$ cat config.mk
export PLATFORM = sky130hd
export DESIGN_NAME = cdbus_csr_arb_flat
export DESIGN_NICKNAME = d
export VERILOG_FILES = /design/src/rtl/cdbus_csr_arb_if.sv /design/src/rtl/cdbus_csr_arb.sv /design/src/flat_wrapper.sv
export SDC_FILE = /design/constraint.sdc
export NUM_CORES = 1
export LEC_CHECK = 0
export CAP_MARGIN = 25
export CORE_MARGIN = 3
export CORE_UTILIZATION = 40
export DETAILED_ROUTE_END_ITERATION = 6
export GPL_ROUTABILITY_DRIVEN = 0
export PLACE_DENSITY_LB_ADDON = 0.08
export SYNTH_ARGS = -nofsm -noshare
export SYNTH_HDL_FRONTEND = slang
export SYNTH_SLANG_ARGS = --single-unit
$ cat constraint.sdc
create_clock -name clk -period 4.2 [get_ports clk]
set_input_delay 0.63 -clock clk [delete_from_list [all_inputs] [get_ports clk]]
set_output_delay 0.63 -clock clk [all_outputs]
set_load 0.005 [all_outputs]
$ cat src/rtl/cdbus_csr_arb_if.sv
// rtl/cdbus_csr_arb_if.sv - requester and cdbus CSR signal bundle for cdbus_csr_arb
// Purpose: groups the host requester handshake and the cdbus CSR port in one interface.
// Signals:
//   req_read/req_write/req_addr/req_wdata - per-requester request, packed by index
//   req_lock                              - per-requester grant lock (CD_ARB_LOCK_EN only)
//   req_ack/req_rdata                     - one-cycle completion pulse and read data
//   chip_select/csr_*                     - single-cycle access to the cdbus node
// Modports: master = arbiter side, slave = requesters plus cdbus node.
interface cdbus_csr_arb_if #(
  parameter int NREQ   = 2,
  parameter int ADDR_W = 4,
  parameter int DATA_W = 32
);
  logic [NREQ-1:0]        req_read;
  logic [NREQ-1:0]        req_write;
  logic [NREQ*ADDR_W-1:0] req_addr;
  logic [NREQ*DATA_W-1:0] req_wdata;
`ifdef CD_ARB_LOCK_EN
  logic [NREQ-1:0]        req_lock;
`endif
  logic [NREQ-1:0]        req_ack;
  logic [DATA_W-1:0]      req_rdata;
  logic                   chip_select;
  logic [ADDR_W-1:0]      csr_address;
  logic                   csr_read;
  logic                   csr_write;
  logic [DATA_W-1:0]      csr_writedata;
  logic [DATA_W-1:0]      csr_readdata;

  modport master (
    input  req_read, req_write, req_addr, req_wdata,
`ifdef CD_ARB_LOCK_EN
    input  req_lock,
`endif
    input  csr_readdata,
    output req_ack, req_rdata,
    output chip_select, csr_address, csr_read, csr_write, csr_writedata
  );

  modport slave (
    output req_read, req_write, req_addr, req_wdata,
`ifdef CD_ARB_LOCK_EN
    output req_lock,
`endif
    output csr_readdata,
    input  req_ack, req_rdata,
    input  chip_select, csr_address, csr_read, csr_write, csr_writedata
  );
endinterface

$ cat src/rtl/cdbus_csr_arb.sv
// rtl/cdbus_csr_arb.sv - round-robin arbiter sharing one cdbus CSR port
// Purpose: serialises NREQ host requesters onto single-cycle cdbus CSR accesses,
//   returning read data and a one-cycle ack to the owning requester.
// Ports:
//   clk   - single clock, shared with the cdbus CSR side
//   reset - asynchronous, active-high
//   bus   - cdbus_csr_arb_if.master (requester handshake and cdbus CSR port)
// Option: define CD_ARB_LOCK_EN to add req_lock, which keeps the grant on the
//   current owner across its ack for atomic read-modify-write sequences.
module cdbus_csr_arb #(
  parameter int NREQ       = 2,
  parameter int ADDR_W     = 4,
  parameter int DATA_W     = 32,
  parameter int RD_LATENCY = 1
) (
  input  logic            clk,
  input  logic            reset,
  cdbus_csr_arb_if.master bus
);
  localparam int IDX_W = (NREQ > 1) ? $clog2(NREQ) : 1;
  localparam int CNT_W = (RD_LATENCY > 1) ? $clog2(RD_LATENCY) : 1;
  localparam int RL_M1 = (RD_LATENCY > 0) ? RD_LATENCY - 1 : 0;
  localparam logic [IDX_W-1:0] LAST_IDX = IDX_W'(NREQ - 1);
  localparam logic [NREQ-1:0]  ACK_ONE  = {{(NREQ-1){1'b0}}, 1'b1};

  typedef enum logic [1:0] {IDLE, ISSUE, WAIT_RD} state_t;

  state_t              state_q, state_d;
  logic [IDX_W-1:0]    last_grant_q, last_grant_d;  // also the owner of the access in flight
  logic                op_write_q, op_write_d;
  logic [ADDR_W-1:0]   addr_q, addr_d;
  logic [DATA_W-1:0]   wdata_q, wdata_d;
  logic [DATA_W-1:0]   rdata_q, rdata_d;
  logic [CNT_W-1:0]    cnt_q, cnt_d;
  logic [NREQ-1:0]     ack_q, ack_d;
`ifdef CD_ARB_LOCK_EN
  logic                locked_q, locked_d;
`endif

  logic [NREQ-1:0]     pending;
  logic                pick_valid;
  logic [IDX_W-1:0]    pick_idx;

  // Round-robin pick, scanning upward from the slot after the last grant.
  always_comb begin : rr_pick
    int idx;
    idx        = 0;
    // The requester acked this cycle still shows its old request; mask it.
    pending    = (bus.req_read | bus.req_write) & ~ack_q;
    pick_valid = 1'b0;
    pick_idx   = '0;
    for (int k = 1; k <= NREQ; k++) begin
      idx = int'(last_grant_q) + k;
      if (idx >= NREQ) idx = idx - NREQ;
      if (!pick_valid && pending[idx]) begin
        pick_valid = 1'b1;
        pick_idx   = IDX_W'(idx);
      end
    end
`ifdef CD_ARB_LOCK_EN
    // Cycle after a locked ack: the owner wins if it is still requesting.
    if (locked_q && (bus.req_read[last_grant_q] || bus.req_write[last_grant_q])) begin
      pick_valid = 1'b1;
      pick_idx   = last_grant_q;
    end
    // Locked ack cycle: grant nobody so the owner gets a cycle to re-request.
    if ((|ack_q) && bus.req_lock[last_grant_q]) pick_valid = 1'b0;
`endif
  end

  always_comb begin : fsm_next
    state_d           = state_q;
    last_grant_d      = last_grant_q;
    op_write_d        = op_write_q;
    addr_d            = addr_q;
    wdata_d           = wdata_q;
    rdata_d           = rdata_q;
    cnt_d             = cnt_q;
    ack_d             = '0;
    bus.chip_select   = 1'b0;
    bus.csr_address   = '0;
    bus.csr_read      = 1'b0;
    bus.csr_write     = 1'b0;
    bus.csr_writedata = '0;
    case (state_q)
      IDLE: begin
        if (pick_valid) begin
          last_grant_d = pick_idx;
          // A requester raising both read and write gets the write.
          op_write_d   = bus.req_write[pick_idx];
          addr_d       = bus.req_addr[pick_idx*ADDR_W +: ADDR_W];
          wdata_d      = bus.req_wdata[pick_idx*DATA_W +: DATA_W];
          state_d      = ISSUE;
        end
      end
      ISSUE: begin
        bus.chip_select   = 1'b1;
        bus.csr_address   = addr_q;
        bus.csr_writedata = wdata_q;
        bus.csr_write     = op_write_q;
        bus.csr_read      = !op_write_q;
        if (op_write_q) begin
          ack_d   = ACK_ONE << last_grant_q;
          state_d = IDLE;
        end else if (RD_LATENCY == 0) begin
          rdata_d = bus.csr_readdata;
          ack_d   = ACK_ONE << last_grant_q;
          state_d = IDLE;
        end else begin
          cnt_d   = CNT_W'(RL_M1);
          state_d = WAIT_RD;
        end
      end
      WAIT_RD: begin
        if (cnt_q == '0) begin
          rdata_d = bus.csr_readdata;
          ack_d   = ACK_ONE << last_grant_q;
          state_d = IDLE;
        end else begin
          cnt_d = cnt_q - 1'b1;
        end
      end
      default: state_d = IDLE;
    endcase
  end

`ifdef CD_ARB_LOCK_EN
  always_comb begin : lock_next
    locked_d = (|ack_q) && bus.req_lock[last_grant_q];
  end
`endif

  always_ff @(posedge clk or posedge reset) begin
    if (reset) begin
      state_q      <= IDLE;
      last_grant_q <= LAST_IDX;
      op_write_q   <= 1'b0;
      addr_q       <= '0;
      wdata_q      <= '0;
      rdata_q      <= '0;
      cnt_q        <= '0;
      ack_q        <= '0;
`ifdef CD_ARB_LOCK_EN
      locked_q     <= 1'b0;
`endif
    end else begin
      state_q      <= state_d;
      last_grant_q <= last_grant_d;
      op_write_q   <= op_write_d;
      addr_q       <= addr_d;
      wdata_q      <= wdata_d;
      rdata_q      <= rdata_d;
      cnt_q        <= cnt_d;
      ack_q        <= ack_d;
`ifdef CD_ARB_LOCK_EN
      locked_q     <= locked_d;
`endif
    end
  end

  assign bus.req_ack   = ack_q;
  assign bus.req_rdata = rdata_q;
endmodule

$ cat src/flat_wrapper.sv
// flat-port wrapper written by rule: the top's interface ports become plain ports
module cdbus_csr_arb_flat 
#(
  parameter int NREQ       = 2,
  parameter int ADDR_W     = 4,
  parameter int DATA_W     = 32,
  parameter int RD_LATENCY = 1
)
  (clk, reset, bus_req_read, bus_req_write, bus_req_addr, bus_req_wdata, bus_csr_readdata, bus_req_ack, bus_req_rdata, bus_chip_select, bus_csr_address, bus_csr_read, bus_csr_write, bus_csr_writedata);
  cdbus_csr_arb_if #(.NREQ(NREQ), .ADDR_W(ADDR_W), .DATA_W(DATA_W)) bus_i ();
  input  logic clk;
  input  logic reset;
  input wire logic [$bits(bus_i.req_read)-1:0] bus_req_read;
  input wire logic [$bits(bus_i.req_write)-1:0] bus_req_write;
  input wire logic [$bits(bus_i.req_addr)-1:0] bus_req_addr;
  input wire logic [$bits(bus_i.req_wdata)-1:0] bus_req_wdata;
  input wire logic [$bits(bus_i.csr_readdata)-1:0] bus_csr_readdata;
  output wire logic [$bits(bus_i.req_ack)-1:0] bus_req_ack;
  output wire logic [$bits(bus_i.req_rdata)-1:0] bus_req_rdata;
  output wire logic [$bits(bus_i.chip_select)-1:0] bus_chip_select;
  output wire logic [$bits(bus_i.csr_address)-1:0] bus_csr_address;
  output wire logic [$bits(bus_i.csr_read)-1:0] bus_csr_read;
  output wire logic [$bits(bus_i.csr_write)-1:0] bus_csr_write;
  output wire logic [$bits(bus_i.csr_writedata)-1:0] bus_csr_writedata;
  assign bus_i.req_read = bus_req_read;
  assign bus_i.req_write = bus_req_write;
  assign bus_i.req_addr = bus_req_addr;
  assign bus_i.req_wdata = bus_req_wdata;
  assign bus_i.csr_readdata = bus_csr_readdata;
  assign bus_req_ack = bus_i.req_ack;
  assign bus_req_rdata = bus_i.req_rdata;
  assign bus_chip_select = bus_i.chip_select;
  assign bus_csr_address = bus_i.csr_address;
  assign bus_csr_read = bus_i.csr_read;
  assign bus_csr_write = bus_i.csr_write;
  assign bus_csr_writedata = bus_i.csr_writedata;
  cdbus_csr_arb #(.NREQ(NREQ), .ADDR_W(ADDR_W), .DATA_W(DATA_W), .RD_LATENCY(RD_LATENCY)) u_core (.clk(clk), .reset(reset), .bus(bus_i));
endmodule
## Yosys cells after proc, flatten, opt, wreduce, memory -nomap -nowiden

Cells that the tools add are included.

| storage, ports and cells | value |
|---|---|
| register bits | 75 |
| input port bits | 110 |

| operators by class | value |
|---|---|
| add/sub/neg operators | 5 |
| $lt $le $gt $ge | 5 |
| equal/unequal tests | 5 |
| shift operators | 3 |
| mux-type cells | 29 |
| bitwise gates (word level) | 4 |
| reduce and logical (&&, ||, !) cells | 9 |

Operators with widths:

| operator | count |
|---|---|
| two-way mux 32 bit | 3 |
| greater-or-equal comparator 32 x 3 -> 1 bit (second input constant) | 2 |
| less-than comparator 32 x 3 -> 1 bit (second input constant) | 2 |
| variable part select 64 x 7 -> 32 bit | 1 |
| subtractor 32 x 3 -> 32 bit (second input constant) | 2 |
| two-way mux 1 bit | 17 |
| two-way mux 2 bit | 5 |
| AND reduction 2 bit | 4 |
| variable part select 8 x 4 -> 4 bit | 1 |
| one-hot mux 2 bit (3 select lines) | 1 |
| two-way mux 4 bit | 1 |
| inequality test 2 bit (second input constant) | 2 |
| one-hot mux 2 bit (2 select lines) | 1 |
| adder 1 x 2 -> 3 bit (second input constant) | 1 |
| adder 1 x 1 -> 2 bit (second input constant) | 1 |
| AND 2 bit | 1 |
| equality test 2 x 1 -> 1 bit (second input constant) | 1 |
| equality test 2 bit (second input constant) | 1 |
| logical NOT 1 bit | 2 |
| logical NOT 2 bit | 1 |
| less-than comparator 1 x 2 -> 1 bit (second input constant) | 1 |
| inequality test 2 x 1 -> 1 bit (second input constant) | 1 |
| inverter 2 bit | 1 |
| OR 2 bit | 1 |
| 6 further kinds | 6 |

## Depth between registers and ports, before layout

| depth | value |
|---|---|
| depth in word-level cells | 12 |
| gate-level depth with buffers | 8 |
| depth with buffers taken out | 6 |

## Least setup slack after synthesis

No wires, ideal clock.

| path | value |
|---|---|
| path type | reg-to-output |
| start point | register u_core.state_q[1] |
| end point | output bus_csr_writedata[10] |
| arrival time | 1.203 ns |
| required time | 3.570 ns |
| setup slack | 2.367 ns |
| cell stages (with the launch flop) | 6 |
| cells stage by stage | dfrtp_1 -> inv_1 -> ha_1 -> clkbuf_1 -> clkbuf_1 -> and2_1 |

| on the way | value |
|---|---|
| word-level cells in the longest chain between the ends | 2 |

Ends and longest elaborated chain:

| what | RTL line | source |
|---|---|---|
| from (decl) | cdbus_csr_arb.sv:28 | `state_t state_q, state_d;` |
| from (signal assigned) | cdbus_csr_arb.sv:147 | `state_q <= state_d;` |
| equality test 2 x 1 -> 1 bit | cdbus_csr_arb.sv:85 | `case (state_q)` |
| two-way mux 32 bit | cdbus_csr_arb.sv:85 |  |
| to (decl) | flat_wrapper.sv:24 | `output wire logic [$bits(bus_i.csr_writedata)-1:0] bus_csr_writedata;` |

No other way between the ends.

## Worst setup path after layout

| path | value |
|---|---|
| start point | register u_core.state_q[1] |
| end point | output bus_csr_address[1] |

| on the way | value |
|---|---|
| word-level cells in the longest chain between the ends | 2 |

Ends and longest elaborated chain:

| what | RTL line | source |
|---|---|---|
| equality test 2 x 1 -> 1 bit | cdbus_csr_arb.sv:85 |  |
| two-way mux 4 bit | cdbus_csr_arb.sv:85 |  |
| to (decl) | flat_wrapper.sv:21 | `output wire logic [$bits(bus_i.csr_address)-1:0] bus_csr_address;` |

No other way between the ends.

==> results.py <==
metrics = {
    "setup_path": {
        "slowest_stage": "clkdlybuf4s50_1",
        "worstSetupPathDepth": 5,
        "worstSetupPathType": "reg -> out",
        "required_ns": 3.57,
        "cp_num_buf_inv": 3,
        "crit_fanout": 36,
        "worstRegToRegCells": 5,
        "crit_chain": "inv_1 > ha_1 > buf_4 > and2_1 > clkdlybuf4s50_1",
        "critPathMaxStageDelay_ns": 0.54,
        "critPathLaunchType": "flop",
        "endpoint_kind": "output pin",
        "critPathTopFamily": "buffers and inverters",
        "cp.arrival_ns": 2.06,
    },
    "floorplanning": {
        "rows": 33,
        "die-area_um2": 9800,
        "fp.dieW_um": 99.0,
        "core_um2": 8300,
        "num_io_pins": 183,
        "initial_utilization_pct": 41.7,
        "dieHeight_um": 99.0,
    },
    "logic_synthesis": {
        "synth_area_leaders": "dfrtp_1 (53%), mux2i_1 (10%), mux2_2 (10%)",
        "ys_seq_elements": 74,
        "synth_cell_types": 24,
        "synthCells": 301,
        "synth_top_area_share_pct": 52.8,
        "syn_area_per_cell_um2": 11.5,
        "ys_seq_area_share_pct": 53.6,
        "syn-cell-area_um2": 3460,
        "syn_nets": 414,
        "synth_largest_area_cell": "dfrtp_1",
        "yosysWarnings": 0,
    },
    "route": {
        "first_pass_iters": 4,
        "remaining_drc_errors": 0,
        "drt_wl_total_um": 8930,
        "via_per_inst": 4.76,
        "num_vias": 2806,
        "wl_per_cell_um": 15.1,
        "ant_nets": 0,
        "first_iter_violations": 51,
    },
    "clock_tree": {
        "cts_tree": "yes",
        "cts_root_buf": "clkbuf_8",
        "post-cts-setup-buffers": 0,
        "cts_buffer_depth": 2,
        "htreeDepth": 3,
        "cts_hold_buf": 0,
        "numCtsBuffers": 9,
        "cts.repair.resized": 0,
        "clk_pin_slew_worst_paths_ns": 0.08,
        "clock_latency_ns": 0.33,
        "clkSinkCount": 74,
    },
    "finish": {
        "fin_area_um2": 5600,
        "num_antenna_cells": 0,
        "area_growth_syn_to_layout_pct": 61.9,
        "final_nets": 593,
        "fillers": 665,
        "drive_above_1_share_pct": 12.6,
        "final_core_util_pct": 67.5,
    },
    "sta": {
        "relSlewSlack_pct": 59.7,
        "setup_violations": 0,
        "period_share_pct": 64.1,
        "slew_viol_final": 0,
        "tns_ns": 0,
        "timing.final.ws_setup_ns": 1.51,
        "fin_crit_ns": 2.69,
        "worst_slew_pin_slew_ns": 0.603,
        "finalHoldViolations": 0,
        "rsz0062_at_grt": "no",
        "hold_slack_ns": 0.505,
        "finClkSkew_ns": 0.00996,
        "fmax_ghz": 0.372,
    },
    "min_path": {
        "holdPathStages": 1,
        "hold_path.class": "reg -> reg",
    },
    "global_route": {
        "grt_first_pass_wirelength_um": 14200,
        "grt_usage_pct": 18.2,
        "grt_max_degree": 75,
        "grt_overflow_total": 0,
        "antenna_found_initial": 0,
        "grt_pass1_vias": 2876,
    },
    "power_and_ir_drop": {
        "max-vdd-ir-drop_v": 0.000380,
        "power_density_nw_per_um2": 737,
        "cellLeakagePower_nw": 2.38,
    },
    "place": {
        "dp_hpwl_um": 6620,
        "io_buffers": 182,
        "dpl_cell_area_um2": 5320,
        "place_ws_ns": 1.41,
    },
    "run_status": {
        "status": "complete, no violations",
    },
    "run": {
        "max_cap_viol_count": 0,
    },
}
layout make-up:
class	count	area, um^2	area share (%)
clock buffers	9	124	2.21
clock inverters	7	124	2.21
inverters	5	18.8	0.335
multi-input cells	202	1460	26.1
flip-flops and latches	74	1850	33.1
well taps	105	131	2.35
repair buffers	188	1890	33.7
logic make-up after synthesis:
group | count (synthesis) | synth area share [%]
DFF | 74 | 53.6
adders and majority gates | 3 | 1.09
muxes | 68 | 20.8
buffers and inverters | 25 | 4.74
AOI/OAI and AO/OA | 48 | 7.74
and+or+nand+nor | 83 | 12.0
final timing paths:
check | startpoint | end | slack [ns]
min | flop | u_core.bus.req_ack[0] | 0.50
min in group asynchronous | reset | u_core.wdata_q[3] | 0.78
max | u_core.state_q[1] | bus_csr_address[1] | 1.51
min reg2reg | flop | u_core.bus.req_ack[0] | 0.50
max reg2reg | flop | u_core.wdata_q[12] | 2.07
max in group asynchronous | reset | async pin | 3.10
placed cells by master, fill, tap and decap left out:
master / Yosys / final
o21ai_0: 3 / 3
o21ai_4: 0 / 1
a21oi_4: 0 / 1
inv_1: 5 / 4
a31oi_1: 2 / 2
o21bai_1: 1 / 1
buf_16: 0 / 1
nor2b_1: 1 / 1
dfstp_2: 1 / 1
clkdlybuf4s50_1: 0 / 182
nand2_1: 1 / 1
clkinvlp_4: 0 / 1
ha_1: 3 / 3
and2_1: 37 / 37
nand3_1: 1 / 1
or3b_2: 1 / 1
buf_4: 0 / 5
dfrtp_1: 73 / 73
a21oi_1: 39 / 38
clkbuf_8: 0 / 9
o21bai_4: 1 / 1
bufinv_16: 0 / 3
mux2i_1: 36 / 36
nand2b_1: 1 / 1
nor2_1: 41 / 41
inv_2: 0 / 1
o21ba_2: 1 / 1
inv_6: 0 / 3
mux2_2: 32 / 32
metal layers:
metal	global-route usage (%)	routed length, um	vias to the layer above
li1	-	-	1378
met1	22.9	3620	1301
met2	29.5	4330	117
met3	6.86	864	10
met4	5.04	117	0
met5	0	0	-
synthesized netlist by cell type (all sizes together):
cell     n
o21ba    1
a31oi    2
buf     15
mux2    32
and2    37
nand2b   1
nor2b    1
dfstp    1
o21ai    4
clkbuf   5
mux2i   36
or3b     1
dfrtp   73
nor2    41
inv      5
ha       3
o21bai   2
a21oi   39
nand3    1
nand2    1
power by group:
group	switching, mW	leakage (nW)	internal, mW
logic	0.893	1.40	1.30
registers	0.170	0.855	1.08
clock network	0.278	0.121	0.401
registers in the layout, indices dropped and copies added, names as in the netlist, named ones only:
register and cells:
u_core.addr_q 4, u_core.bus.req_ack 2, u_core.bus.req_rdata 32, u_core.op_write_q 1
u_core.state_q 2, u_core.wdata_q 32
worst register-to-register path: stages (launching register included):
cell and delay [ns]:
dfstp_2 0.55, inv_1 0.09, o21ai_4 0.49, buf_4 0.50
mux2i_1 0.29, a21oi_1 0.09
per-stage QoR:
stage | total power [mW] | cells
after global routing | 4.45 | 590
after detailed placement | 3.50 | 573
after global placement | 3.45 | 573
final | 4.13 | 590
after floorplan | 2.46 | 301
after CTS | 4.19 | 589
Note: power is estimated with default switching activity, not from simulation.
